## config.mk

```make
export PLATFORM = sky130hd
export DESIGN_NAME = out_port_mp
export DESIGN_NICKNAME = d
export VERILOG_FILES = /design/src/rtl/out_port_mp_pkg.sv /design/src/rtl/out_port_mp_timing.sv /design/src/rtl/out_port_mp.sv
export SDC_FILE = /design/constraint.sdc
export NUM_CORES = 1
export LEC_CHECK = 0
export ABC_AREA = 1
export BUFFER_PORTS_ARGS = -buffer_cell sky130_fd_sc_hd__buf_2
export CORE_MARGIN = 3
export CORE_UTILIZATION = 35
export DETAILED_ROUTE_END_ITERATION = 10
export GPL_TIMING_DRIVEN = 0
export SYNTH_ARGS = -nofsm -noshare
export SYNTH_HDL_FRONTEND = slang
export SYNTH_SLANG_ARGS = --single-unit
```

## constraint.sdc

```tcl
create_clock -name clk_i -period 7.01 [get_ports clk_i]
set_input_delay 0.3505 -clock clk_i [delete_from_list [all_inputs] [get_ports clk_i]]
set_output_delay 0.3505 -clock clk_i [all_outputs]
set_load 0.02 [all_outputs]
```

## src/rtl/out_port_mp_pkg.sv

```systemverilog
`default_nettype none
// ============================================================================
// Package : out_port_mp_pkg
// Brief   : FSM state type and PPC helpers shared by out_port_mp and its timing core.
// Rev     : 1.0
// ============================================================================
package out_port_mp_pkg;

   typedef enum logic [1:0] {
      ST_IDLE   = 2'd0,
      ST_VBLANK = 2'd1,
      ST_HBLANK = 2'd2,
      ST_ACTIVE = 2'd3
   } state_e;

   function automatic bit ppc_legal(input int ppc);
      return (ppc == 1) || (ppc == 2) || (ppc == 4);
   endfunction

   function automatic int ppc_log2(input int ppc);
      return (ppc >= 4) ? 2 : ((ppc >= 2) ? 1 : 0);
   endfunction

endpackage
`default_nettype wire

```

## src/rtl/out_port_mp_timing.sv

```systemverilog
`default_nettype none
// ============================================================================
// Module : out_port_mp_timing
// Brief  : Frame FSM with beat/line/blank counters and per-frame timing shadows.
// Rev    : 1.0
// ============================================================================
module out_port_mp_timing
   import out_port_mp_pkg::*;
#(
   parameter int PPC   = 1,
   parameter int CSIZE = 16
) (
   input  logic             clk_i,
   input  logic             rst_ni,
   input  logic             enable_i,
   input  logic [CSIZE-1:0] hactive_i,
   input  logic [CSIZE-1:0] vactive_i,
   input  logic [CSIZE-1:0] hblank_i,
   input  logic [CSIZE-1:0] vblank_i,
   input  logic             step_i,
   output logic             active_o,
   output logic             first_beat_o,
   output logic             last_beat_o,
   output logic             last_line_o
);

   localparam int               PPC_LOG2 = ppc_log2(PPC);
   localparam logic [CSIZE-1:0] C_ONE    = {{(CSIZE-1){1'b0}}, 1'b1};

   state_e           state_q,  state_d;
   logic [CSIZE-1:0] hlast_q,  hlast_d;
   logic [CSIZE-1:0] vlast_q,  vlast_d;
   logic [CSIZE-1:0] hblank_q, hblank_d;
   logic [CSIZE-1:0] vblank_q, vblank_d;
   logic [CSIZE-1:0] hcnt_q,   hcnt_d;
   logic [CSIZE-1:0] vcnt_q,   vcnt_d;
   logic [CSIZE-1:0] bcnt_q,   bcnt_d;

   logic [CSIZE-1:0] hbeats;
   logic             cfg_ok;
   logic             load_shadow;
   logic             hblank_done;
   logic             vblank_done;

   assign hbeats = hactive_i >> PPC_LOG2;
   assign cfg_ok = (hbeats != '0) && (vactive_i != '0);

   // One extra bit so an all-ones blank length cannot wrap; a zero length still spends one cycle
   assign hblank_done = ({1'b0, bcnt_q} + {1'b0, C_ONE}) >= {1'b0, hblank_q};
   assign vblank_done = ({1'b0, bcnt_q} + {1'b0, C_ONE}) >= {1'b0, vblank_q};

   always_ff @(posedge clk_i or negedge rst_ni) begin
      if (!rst_ni) begin
         state_q  <= ST_IDLE;
         hlast_q  <= '0;
         vlast_q  <= '0;
         hblank_q <= '0;
         vblank_q <= '0;
         hcnt_q   <= '0;
         vcnt_q   <= '0;
         bcnt_q   <= '0;
      end else begin
         state_q  <= state_d;
         hlast_q  <= hlast_d;
         vlast_q  <= vlast_d;
         hblank_q <= hblank_d;
         vblank_q <= vblank_d;
         hcnt_q   <= hcnt_d;
         vcnt_q   <= vcnt_d;
         bcnt_q   <= bcnt_d;
      end
   end

   always_comb begin
      state_d     = state_q;
      hlast_d     = hlast_q;
      vlast_d     = vlast_q;
      hblank_d    = hblank_q;
      vblank_d    = vblank_q;
      hcnt_d      = hcnt_q;
      vcnt_d      = vcnt_q;
      bcnt_d      = bcnt_q;
      load_shadow = 1'b0;

      case (state_q)
         ST_IDLE: begin
            if (enable_i && cfg_ok) begin
               state_d     = ST_VBLANK;
               load_shadow = 1'b1;
            end
         end
         ST_VBLANK: begin
            if (vblank_done) begin
               state_d = ST_ACTIVE;
               bcnt_d  = '0;
            end else begin
               bcnt_d  = bcnt_q + C_ONE;
            end
         end
         ST_HBLANK: begin
            if (hblank_done) begin
               state_d = ST_ACTIVE;
               bcnt_d  = '0;
               vcnt_d  = vcnt_q + C_ONE;
            end else begin
               bcnt_d  = bcnt_q + C_ONE;
            end
         end
         ST_ACTIVE: begin
            if (step_i) begin
               if (hcnt_q == hlast_q) begin
                  hcnt_d = '0;
                  if (vcnt_q == vlast_q) begin
                     vcnt_d = '0;
                     if (enable_i && cfg_ok) begin
                        state_d     = ST_VBLANK;
                        load_shadow = 1'b1;
                     end else begin
                        state_d     = ST_IDLE;
                     end
                  end else begin
                     state_d = ST_HBLANK;
                  end
               end else begin
                  hcnt_d = hcnt_q + C_ONE;
               end
            end
         end
         default: state_d = ST_IDLE;
      endcase

      // Timing ports are only honoured here, at a frame start
      if (load_shadow) begin
         hlast_d  = hbeats - C_ONE;
         vlast_d  = vactive_i - C_ONE;
         hblank_d = hblank_i;
         vblank_d = vblank_i;
         hcnt_d   = '0;
         vcnt_d   = '0;
         bcnt_d   = '0;
      end
   end

   always_comb begin
      active_o     = (state_q == ST_ACTIVE);
      last_beat_o  = (hcnt_q == hlast_q);
      last_line_o  = (vcnt_q == vlast_q);
      first_beat_o = (hcnt_q == '0) && (vcnt_q == '0);
   end

endmodule
`default_nettype wire

```

## src/rtl/out_port_mp.sv

```systemverilog
`default_nettype none
// ============================================================================
// Module : out_port_mp
// Brief  : Multi-pixel VDMA output port: show-ahead FIFO beats to AXI4-Stream video.
//          Define OUT_PORT_MP_UNDERFLOW_CNT_EN to build the saturating stall counter.
// Rev    : 1.0
// ============================================================================
module out_port_mp
   import out_port_mp_pkg::*;
#(
   parameter int DSIZE = 24,
   parameter int PPC   = 1,
   parameter int CSIZE = 16
) (
   input  logic                 clk_i,
   input  logic                 rst_ni,
   input  logic                 enable_i,
   input  logic [CSIZE-1:0]     hactive_i,
   input  logic [CSIZE-1:0]     vactive_i,
   input  logic [CSIZE-1:0]     hblank_i,
   input  logic [CSIZE-1:0]     vblank_i,
   input  logic                 fifo_empty_i,
   input  logic [DSIZE*PPC-1:0] in_data_i,
   output logic                 rd_en_o,
   output logic [DSIZE*PPC-1:0] axi_tdata_o,
   output logic                 axi_tvalid_o,
   input  logic                 axi_tready_i,
   output logic                 axi_tuser_o,
   output logic                 axi_tlast_o,
   output logic                 falign_o,
   output logic                 lalign_o,
   output logic                 ealign_o,
   output logic [CSIZE-1:0]     underflow_cnt_o
);

   if (!ppc_legal(PPC)) begin : g_ppc_illegal
      $error("out_port_mp: PPC must be 1, 2 or 4");
   end

   logic                 active;
   logic                 first_beat;
   logic                 last_beat;
   logic                 last_line;
   logic                 rd_en;

   logic [DSIZE*PPC-1:0] tdata_q,  tdata_d;
   logic                 tvalid_q, tvalid_d;
   logic                 tuser_q,  tuser_d;
   logic                 tlast_q,  tlast_d;

   out_port_mp_timing #(
      .PPC   (PPC),
      .CSIZE (CSIZE)
   ) u_timing (
      .clk_i        (clk_i),
      .rst_ni       (rst_ni),
      .enable_i     (enable_i),
      .hactive_i    (hactive_i),
      .vactive_i    (vactive_i),
      .hblank_i     (hblank_i),
      .vblank_i     (vblank_i),
      .step_i       (rd_en),
      .active_o     (active),
      .first_beat_o (first_beat),
      .last_beat_o  (last_beat),
      .last_line_o  (last_line)
   );

   // Pop only when the held beat is gone or leaving, so a stalled beat is never overwritten
   assign rd_en = active & ~fifo_empty_i & (~tvalid_q | axi_tready_i);

   always_comb begin
      tdata_d  = tdata_q;
      tuser_d  = tuser_q;
      tlast_d  = tlast_q;
      tvalid_d = tvalid_q;
      if (rd_en) begin
         tdata_d  = in_data_i;
         tuser_d  = first_beat;
         tlast_d  = last_beat;
         tvalid_d = 1'b1;
      end else if (tvalid_q && axi_tready_i) begin
         tvalid_d = 1'b0;
      end
   end

   always_ff @(posedge clk_i or negedge rst_ni) begin
      if (!rst_ni) begin
         tdata_q  <= '0;
         tvalid_q <= 1'b0;
         tuser_q  <= 1'b0;
         tlast_q  <= 1'b0;
      end else begin
         tdata_q  <= tdata_d;
         tvalid_q <= tvalid_d;
         tuser_q  <= tuser_d;
         tlast_q  <= tlast_d;
      end
   end

   assign rd_en_o      = rd_en;
   assign axi_tdata_o  = tdata_q;
   assign axi_tvalid_o = tvalid_q;
   assign axi_tuser_o  = tuser_q;
   assign axi_tlast_o  = tlast_q;
   assign falign_o     = rd_en & first_beat;
   assign lalign_o     = rd_en & last_beat;
   assign ealign_o     = rd_en & last_beat & last_line;

`ifdef OUT_PORT_MP_UNDERFLOW_CNT_EN
   logic             stall;
   logic [CSIZE-1:0] ucnt_q, ucnt_d;

   assign stall = active & fifo_empty_i & (~tvalid_q | axi_tready_i);

   always_comb begin
      ucnt_d = ucnt_q;
      if (stall && !(&ucnt_q)) begin
         ucnt_d = ucnt_q + {{(CSIZE-1){1'b0}}, 1'b1};
      end
   end

   always_ff @(posedge clk_i or negedge rst_ni) begin
      if (!rst_ni) begin
         ucnt_q <= '0;
      end else begin
         ucnt_q <= ucnt_d;
      end
   end

   assign underflow_cnt_o = ucnt_q;
`else
   assign underflow_cnt_o = '0;
`endif

endmodule
`default_nettype wire

```

==> impl_metrics.yaml <==
finish:
  area_growth_pct: 18.7
  multi_input_area_um2: 4640
  layout-drive-gt1-share_pct: 18.2
  fin_util_pct: 42.7
  nFillCells: 2653
  n_antenna_cell: 0
  final_nets: 1577
  seqCellArea_um2: 3530
hold_path:
  holdCritStartpoint: "vactive_i[0]"
  hold_path_class: "in2reg"
  holdPathEnd: "u_timing.vlast_q[0]"
  holdPathStages: 2
grt:
  grt_max_degree: 87
  grt.total_usage_pct: 16.5
  antenna_found_initial: 0
  grt_overflow: 0
  first_global_vias: 7688
  grt_first_pass_wirelength_um: 38000
timing:
  final_max_slew_viol_count: 0
  hold_viol_final: 0
  timing.slew.headroom_pct: 61.4
  min_period_ps: 3660
  setup_violations: 0
  rsz0062_at_grt: "no"
  worst_pin_slew_ps: 574
  skew_ps: 10.9
  setup-tns-final_ps: 0
  period_share_pct: 52.2
  fmax_mhz: 273
clocking:
  root_buffer: "clkbuf_16"
  clock_sinks: 141
  clock_latency_ps: 420
  tritoncts: "done"
  clk_pin_slew_ps: 60
  clockBufferDepth: 2
  htree_levels: 4
  cts_setup_buffers: 0
  cts-buffers-inserted: 17
placed_design:
  gp_congestion: 0.854
  dp_hpwl_um: 17700
  io_buffers: 123
power:
  p_total_mw: 4.13
  power_density_nw_per_um2: 379
  ir_worst_vdd_v: 0.000187
  cellLeakagePower_nw: 5.90
routing:
  wl_per_cell_um: 13.0
  route.met3.wl_um: 956
  wirelength_met1_um: 11000
  drtAntennaViolNets: 0
  highest_layer: "met4"
  dr_wl_met2_um: 10800
  wirelength_um: 23100
  drtIter0Drc: 493
  vias: 8141
  drc_errors: 0
  via_per_inst: 4.57
  first_pass_iters: 5
yosys:
  synth_seq_cells: 141
  synth_commonest_cells: "433 x nand2_1, 148 x inv_1, 141 x dfrtp_1"
  ys_seq_area_share_pct: 38.5
  synth_most_common_cell: "nand2_1"
  ys.flop_type: "dfrtp_1"
  netlist_instances: 1280
  synthTopCellsByArea: "dfrtp_1 38%, nand2_1 18%, ha_1 6.1%, inv_1 6.1%, nor2_1 5.4%"
  async_reset_ff_share_pct: 100
  yosysTopAreaCellShare_pct: 38.5
  yosysTopAreaCell: "dfrtp_1"
  synth_edf_count: 0
  avgSynthCellArea_um2: 7.16
  yosysWarningCount: 0
  syn_area_um2: 9170
  synth_cell_type_count: 41
worst_setup_path:
  reg2reg_from: "u_timing.bcnt_q[0]"
  cp-startpoint: "u_timing.bcnt_q[0]"
  cp-start-kind: "flop"
  crit_fanout: 10
  cp.required_ps: 7370
  crit_type: "reg2reg"
  cp.arrival_ps: 4020
  r2r_cells: 22
  r2r_slack_ps: 3350
  crit_path_end_kind: "flop"
  r2r-end: "u_timing.vcnt_q[11]"
floorplanning:
  initial_utilization_pct: 36.0
  die_w_um: 168
  die_area_um2: 28200
  io_pins: 140
  die_h_um: 168
  rows: 58
  coreArea_um2: 25500
run_status:
  status: "complete, no violations"
job:
  drv_cap: 0
-- routing by layer --
layer / vias to the layer above / global-route usage, %
li1: 4269 / -
met1: 3687 / 22.4
met3: 19 / 2.79
met2: 166 / 27.3
met5: - / 0
met4: 0 / 4.48
-- worst max-delay path: stages (launching register included) --
cell and delay, ps:
dfrtp_1 470, ha_1 220, nand2_1 60, nor2_1 160, nand2_1 130, inv_1 90
nand3_1 110, nor2_1 130, xor2_1 270, inv_1 120, ha_1 310, nand2_1 70
nor2_1 240, nor3b_1 360, nand2_1 90, nand2_1 80, nor2_2 40, nand2_2 100
nand2_4 100, inv_4 100, buf_4 180, nand3_1 90, nand2_1 60
-- flip-flops by register name, summed over array words and instances (netlist names) --
signal / flops
axi_tdata_o: 24
u_timing.bcnt_q: 16
u_timing.hblank_q: 16
u_timing.hcnt_q: 16
u_timing.hlast_q: 16
u_timing.vblank_q: 16
u_timing.vcnt_q: 16
u_timing.vlast_q: 16
u_timing.state_q: 2
axi_tlast_o: 1
axi_tuser_o: 1
axi_tvalid_o: 1
-- cells by family after synthesis --
kind of cell / synth area share [%]
other: 0.0409
AOI/OAI and AO/OA: 6.05
xor gates and xnor gates: 4.97
DFF: 38.5
and+or+nand+nor: 32.8
buffers and inverters: 11.5
adders and majority gates: 6.14
-- what timing repair did --
action,4_1_cts,5_1_grt
resized for setup,0,0
hold buffers,1,0
endpoints found under the setup margin,0,0
hold endpoints to repair,55,0
-- how the worst max path moves through the flow --
stage	to	slack (ps)	cells past startpoint
after floorplan	u_timing.vcnt_q[10]	4140	22
after global placement	u_timing.vcnt_q[10]	3340	22
after detailed placement	u_timing.vcnt_q[11]	3290	22
after CTS	u_timing.vcnt_q[11]	3270	22
after global routing	u_timing.bcnt_q[8]	2960	24
final	u_timing.vcnt_q[11]	3350	22
-- power by group --
| part | total [mW] | internal [mW] | switching [mW] |
|---|---|---|---|
| clock | 0.903 | 0.534 | 0.369 |
| combinational | 1.88 | 0.688 | 1.19 |
| sequential | 1.34 | 1.13 | 0.214 |
-- through the flow --
stage | instances | worst slack, ps | hold slack, ps | instance area, um^2
after floorplan | 1295 | 4140 | 54.9 | 9220
after global placement | 1748 | 3340 | 459 | 10200
after detailed placement | 1749 | 3290 | 354 | 10300
after CTS | 1782 | 3270 | 98.6 | 10900
after global routing | 1782 | 2960 | 104 | 10900
final | 1782 | 3350 | 118 | 10900
-- layout make-up --
type	count	share of cell area, %
plain buffers	56	3.90
clock buffers	19	4.07
clock inverters	13	1.29
inverters	167	5.82
multi-input cells	931	42.6
flip-flops and latches	141	32.4
well taps	330	3.80
repair buffers	125	6.06
-- cell usage in the layout, fill, tap and decap left out, types with 3 or more instances in the layout --
cell type,instances
nor3_1,16
nor2_2,3
or2_2,5
buf_1,4
nor4_1,5
nand2_1,433
buf_6,11
nor2_1,131
xnor2_1,17
nor3b_1,4
clkinv_2,4
a21oi_1,20
xor2_1,35
buf_12,3
nand3_1,92
nand4_1,12
inv_2,16
inv_1,148
clkinvlp_4,4
nand2_2,15
buf_4,19
o22ai_1,4
buf_2,134
clkbuf_16,17
dfrtp_1,141
ha_1,45
o21ai_2,19
o21ai_1,22
conb_1,16
o21ai_0,26
clkbuf_1,8
(Power assumes the default switching activity.)
